### src/rtl/wrapping_decrement_counter.sv
// -----------------------------------------------------------------------------
// wrapping_decrement_counter
//
// Down-counter over the states 0..RANGE-1. Each update can subtract a
// variable step. An update that would go below zero wraps back into range.
// RANGE does not have to be a power of two. The block also provides a
// synchronous load and a registered one-cycle "wrapped" pulse. Typical uses
// are read-side or credit-return pointers, rewinding a circular buffer, and
// countdown timers.
//
// Optional feature: define WRAPPING_DECREMENT_COUNTER_LAP_EN to add the output
// "lap". This bit toggles on every wrapping update. {lap, count} then forms a
// phase-tagged pointer that can be compared with an incrementing pointer.
//
// Parameters:
//   RANGE        number of counter states (>= 2)
//   RANGE_LOG2   width of count / load_value
//   RESET_VALUE  count after reset (< RANGE)
//   MAX_STEP     largest legal step (1..RANGE)
//   STEP_WIDTH   width of step
//
// Ports:
//   clock        in   rising-edge clock
//   resetn       in   asynchronous active-low reset
//   decrement    in   subtract step this cycle
//   step         in   amount to subtract (0..MAX_STEP)
//   load_enable  in   overwrite count with load_value (has priority)
//   load_value   in   value to load; values >= RANGE load RANGE-1
//   count        out  registered counter value
//   wrapped      out  registered pulse: the previous update wrapped below 0
//   lap          out  (feature only) toggles on every wrapping update
// -----------------------------------------------------------------------------
module wrapping_decrement_counter #(
    parameter int RANGE       = 4,
    parameter int RANGE_LOG2  = $clog2(RANGE),
    parameter int RESET_VALUE = 0,
    parameter int MAX_STEP    = 1,
    parameter int STEP_WIDTH  = $clog2(MAX_STEP + 1)
) (
    input  logic                  clock,
    input  logic                  resetn,
    input  logic                  decrement,
    input  logic [STEP_WIDTH-1:0] step,
    input  logic                  load_enable,
    input  logic [RANGE_LOG2-1:0] load_value,
    output logic [RANGE_LOG2-1:0] count,
    output logic                  wrapped
`ifdef WRAPPING_DECREMENT_COUNTER_LAP_EN
    ,
    output logic                  lap
`endif
);

    // One extra bit of headroom, so the borrow of count - step is visible.
    localparam int EXT_WIDTH = RANGE_LOG2 + 1;

    localparam logic [EXT_WIDTH-1:0]  RANGE_EXT   = EXT_WIDTH'(RANGE);
    localparam logic [RANGE_LOG2-1:0] RANGE_LOW   = RANGE_LOG2'(RANGE);
    localparam logic [RANGE_LOG2-1:0] LAST_COUNT  = RANGE_LOG2'(RANGE - 1);
    localparam logic [RANGE_LOG2-1:0] RESET_COUNT = RANGE_LOG2'(RESET_VALUE);

    logic [RANGE_LOG2-1:0] r_count;
    logic                  r_wrapped;

    logic [EXT_WIDTH-1:0]  w_step_ext;
    logic [EXT_WIDTH-1:0]  w_diff;
    logic                  w_borrow;
    logic [RANGE_LOG2-1:0] w_dec_count;
    logic [RANGE_LOG2-1:0] w_load_count;
    logic [RANGE_LOG2-1:0] w_next_count;
    logic                  w_next_wrapped;

    // A negative difference means step > count. The MSB of the extended
    // difference is the borrow.
    assign w_step_ext = EXT_WIDTH'(step);
    assign w_diff     = {1'b0, r_count} - w_step_ext;
    assign w_borrow   = w_diff[EXT_WIDTH-1];

    // After a wrap the true result is count + RANGE - step, which lies in
    // [0, RANGE). The addition can therefore be done in RANGE_LOG2 bits.
    // For a power-of-two RANGE, RANGE_LOW is 0, so this collapses to plain
    // modular subtraction. Both kinds of RANGE use the same expression.
    assign w_dec_count = w_diff[RANGE_LOG2-1:0] + (w_borrow ? RANGE_LOW : '0);

    // An out-of-range load value saturates to the last legal state.
    assign w_load_count = ({1'b0, load_value} >= RANGE_EXT) ? LAST_COUNT : load_value;

    always_comb begin
        // NOTE: every output of this block gets a default first. Any path that
        // leaves a signal unassigned would otherwise infer a latch.
        w_next_count   = r_count;
        w_next_wrapped = 1'b0;
        if (load_enable) begin
            w_next_count = w_load_count;
        end else if (decrement) begin
            w_next_count   = w_dec_count;
            w_next_wrapped = w_borrow;
        end
    end

    // NOTE: state flops use non-blocking assignments. All flops then sample
    // pre-edge values, whatever order the blocks are evaluated in.
    always_ff @(posedge clock or negedge resetn) begin
        if (!resetn) begin
            r_count   <= RESET_COUNT;
            r_wrapped <= 1'b0;
        end else begin
            r_count   <= w_next_count;
            r_wrapped <= w_next_wrapped;
        end
    end

    assign count   = r_count;
    assign wrapped = r_wrapped;

`ifdef WRAPPING_DECREMENT_COUNTER_LAP_EN
    logic r_lap;

    // A load does not change lap. Only a wrapping decrement flips the phase.
    always_ff @(posedge clock or negedge resetn) begin
        if (!resetn) begin
            r_lap <= 1'b0;
        end else if (!load_enable && decrement && w_borrow) begin
            r_lap <= ~r_lap;
        end
    end

    assign lap = r_lap;
`endif

`ifndef SYNTHESIS
    a_step_legal : assert property (
        @(posedge clock) disable iff (!resetn)
        decrement |-> (EXT_WIDTH'(step) <= EXT_WIDTH'(MAX_STEP))
    ) else $error("wrapping_decrement_counter: step %0d exceeds MAX_STEP %0d", step, MAX_STEP);
`endif

endmodule

### config.mk
export PLATFORM = sky130hd
export DESIGN_NAME = wrapping_decrement_counter
export DESIGN_NICKNAME = d
export VERILOG_FILES = /design/src/rtl/wrapping_decrement_counter.sv
export SDC_FILE = /design/constraint.sdc
export NUM_CORES = 1
export LEC_CHECK = 0
export ABC_AREA = 1
export CORE_AREA = 4 4 41 43
export CTS_BUF_LIST = sky130_fd_sc_hd__clkbuf_16
export CTS_CLUSTER_DIAMETER = 100
export DETAILED_ROUTE_END_ITERATION = 8
export DIE_AREA = 0 0 45 47
export PLACE_DENSITY = 0.36
export SLEW_MARGIN = 40
export SYNTH_ARGS = -nofsm -noshare
export SYNTH_HDL_FRONTEND = slang
export SYNTH_SLANG_ARGS = --single-unit
### constraint.sdc
create_clock -name clock -period 2.39 [get_ports clock]
set_input_delay 0.3585 -clock clock [delete_from_list [all_inputs] [get_ports clock]]
set_output_delay 0.3585 -clock clock [all_outputs]
set_load 0.05 [all_outputs]
After elaboration in Yosys (flattened, before gate mapping)
Index checks and enable logic that the tools add are counted.
{"block": "totals", "output_inout_bits": 3, "input_bits": 7, "register_bits": 3}
{"block": "classes", "addsub": 1, "reduce_logical": 1, "mux": 4}
{"cell": "2-bit 2-to-1 mux", "n": 2}
{"cell": "2-bit by 1-bit subtractor with 3-bit output", "n": 1}
{"cell": "1-bit 2-to-1 mux", "n": 2}
{"cell": "2-bit nonzero test", "n": 1}

Longest topological paths before layout
{"block": "depth", "depth_word": 3, "mapped_depth": 5}

Worst setup path before layout
Ideal clock, no wire load.
{"block": "synth_timing", "path_type": "flip-flop to flip-flop", "startpoint": "register r_count[0] (netlist: count[0])", "endpoint": "register r_count[1] (netlist: count[1])", "period_less_slack_ns": 1.410, "arrival_ns": 1.341, "n_path_buf": 0, "path_stages_with_launch": 6, "slack_ns": 0.980, "path_cell_list": "dfrtp_1 > inv_1 > ha_1 > ha_1 > nand3b_1 > nand3_1"}
{"block": "synth_via", "elab_chain_len": 3}
{"element": "from (decl)", "line": "62", "rtl": "logic [RANGE_LOG2-1:0] r_count;"}
{"element": "from (signal assigned)", "line": "108", "rtl": "r_count <= w_next_count;"}
{"element": "2-bit by 1-bit subtractor with 3-bit output", "line": "76", "rtl": "assign w_diff = {1'b0, r_count} - w_step_ext;"}
{"element": "2-bit 2-to-1 mux", "line": "95", "rtl": "end else if (decrement) begin"}
{"element": "2-bit 2-to-1 mux", "line": "93", "rtl": "if (load_enable) begin"}
Every way passes these cells. The select of a mux whose other input is x is not followed.
A chain may end at the register's enable or synchronous reset.

Final worst setup path
{"block": "layout_timing", "startpoint": "register r_count[1] (netlist: count[1])", "endpoint": "output port count[1]"}
{"element": "to (decl)", "line": "46", "rtl": "output logic [RANGE_LOG2-1:0] count,"}
No word-level cell between the ends.

==> metrics.md <==
| Metric | Value |
|---|---|
| Outcome | `finished, final reports clean` |
| CP max stage delay | `0.81 ns` |
| Final Cycle Share | `roughly three quarters` |
| Die Ht | `roughly 47 um` |
| Total number of yosys warnings | `0` |
| Routed len/inst | `9.13 um` |
| Via density | `3.60` |
| Initial DRC Count | `1` |
| CTS H-tree depth | `1` |
| Top_reg_cell synth | `dfrtp_1` |
| CTS tree | `yes` |
| Reg clk slew, reported paths | `0.03 ns` |
| Fin area | `350 um^2` |
| Cts bufs inserted | `3` |
| Port buffer count | `9` |
| Worst Path Buf+Inv | `1` |
| Cts repair resizes | `0` |
| Post-CTS setup buffers | `0` |
| Mean post-synth cell area | `8.56 um^2` |
| Antenna violations before repair | `0` |
| Slowest CP cell | `clkdlybuf4s50_1` |
| Worst skew pair latency | `0.22 ns` |
| Pwr per Cell Area | `1060 nW/um^2` |
| CTS sink cnt | `3` |
| Maximum root-to-sink buffer count | `2` |
| Cells after synthesis | `19` |
| Worst EP arrival | `between 1 and 1.5 ns` |
| Ranking of synthesized cells by area | `dfrtp_1 (46%), ha_1 (15%), nand2_1 (12%), nand3b_1 (9.2%), inv_1 (6.9%)` |
| Post-route clock skew | `0.00131 ns` |
| Final Setup Violations | `0` |
| Fmax | `571 MHz` |
| Max-cap check violation count | `0` |
| Top-count cell post-synth | `nand2_1` |
| Largest fanout on the critical path | `3` |
| Slew headroom | `66.8%` |
| Crit start category | `flip-flop` |
| Total core area | `1300 um^2` |
| Hold violation total from the final report | `0` |
| Top Ports | `10` |
| Routability congestion estimate | `just over 0.6` |
| Register area share after synthesis | `a little under half` |
| Layout area overhead | `115%` |
| Tmin final | `1.75 ns` |
| Async SR Flop Fraction | `between 90% and 100%` |
| Post-synthesis instance area | `~160 um^2` |
| Vias in the first global route | `193` |
| Hold/Removal Path Class | `in -> async` |
| Share of cells above drive strength 1 | `9.38%` |
| TritonRoute pass-1 iters | `2` |
| Die Area | `2120 um^2` |
| Post-synth EDFFs | `0` |
| N_diodes | `0` |
| Initial Util | `12.5%` |
| Congestion Overflow GR | `0` |
| Detail Route Antenna Nets | `0` |
| RSZ-0062 raised after global routing | `false` |
| WS Path Type | `reg -> out` |
| Worst-case vdd ir drop | `0.227 mV` |
| Post-synth top area cell | `dfrtp_1` |
| DIE WIDTH | `45 um` |
| Row count | `13` |
| Setup TNS | `0 ns` |
| Synthesis-stage register bit count | `3` |
| Root Buffer | `clkbuf_16` |
| Via count | `around 170` |
| # DRC | `0` |
| Fin nets | `42` |
| Actual slew at the worst max-slew pin | `approximately 0.5 ns` |
| Gr usage total | `under 10%` |
| Req. time, crit path | `2.03 ns` |
| Distinct cells, synth | `7` |
| Leak Pwr | `0.167 nW` |
| Syn_nets | `28` |
| Most instantiated cells after synthesis | `nand2_1 (5), dfrtp_1 (3), inv_1 (3)` |
| Critical-path cell list | `clkdlybuf4s50_1` |
| CP Capture Type | `primary output` |
| Routed WL | `429 um` |
| # hold bufs at CTS | `0` |
| Largest net degree at the start of global routing | `6` |
| Synth top area share | `46.2%` |
| CP top delay family | `buffers and inverters` |
| Final Max Slew Viols | `0` |
| Placed inst area | `between 200 and 300 um^2` |
| First-pass GRT wire length | `731 um` |
-- power by group --
group / internal, mW / switching (mW)
sequential: 0.0559 / 0.00343
combinational: 0.0238 / 0.0293
clock: 0.215 / 0.0431
total: 0.295 / 0.0759
-- path summary, 6_finish.rpt --
kind                           from       end  slack (ns)  cells after the start
setup / recovery           count[1]  count[1]        0.64                      1
max in group asynchronous    resetn   wrapped        1.92                      1
hold / removal               resetn  count[1]        0.33                      1
hold reg to reg            count[0]  count[0]        0.53                      2
setup reg to reg           count[0]  count[1]        1.26                      5
min in group clock         count[0]  count[0]        0.53                      2
-- metrics by stage --
| step | std cells | hold WS, ns | utilization [%] | worst slack, ns | total power [mW] |
|---|---|---|---|---|---|
| final | 47 | 0.326 | 26.9 | 0.640 | 0.371 |
| after CTS | 47 | 0.332 | 26.9 | 0.626 | 0.376 |
| after global routing | 47 | 0.347 | 26.9 | 0.603 | 0.385 |
| after floorplan | 19 | 0.0629 | - | 0.980 | 0.0884 |
| after global placement | 43 | 0.516 | 20.9 | 0.869 | 0.113 |
| after detailed placement | 43 | 0.526 | 20.9 | 0.863 | 0.114 |
-- cell families after synthesis --
| group | synth area share, % |
|---|---|
| simple gates | 31.5 |
| flops | 46.2 |
| buf+inv | 6.92 |
| fa+ha+maj | 15.4 |
-- metal layers --
layer | up-vias | track usage (%) | wire, um
met4 | 0 | 3.51 | 0
li1 | 85 | - | -
met3 | 0 | 3.83 | 77
met2 | 10 | 7.91 | 172
met5 | - | 0 | 0
met1 | 74 | 5.01 | 179
-- state kept, by name (all words and copies together) (netlist names) --
signal   cells
wrapped      1
count        2
-- cell type report --
class | count | area [um^2]
multi-input cells | 13 | 76.3
clock buffers | 3 | 75.1
well taps | 15 | 18.8
repair buffers | 9 | 90.1
inverters | 3 | 11.3
flip-flops and latches | 3 | 75.1
clock inverters | 1 | 3.75
fillers | 142 | 951
-- layout by cell type, fill, tap and decap left out --
master,instances
clkdlybuf4s50_1,9
clkbuf_16,3
inv_1,4
ha_1,2
nor2_1,2
nand3_1,2
dfrtp_1,3
nand2_1,5
nand3b_1,2
(Power assumes the default switching activity.)
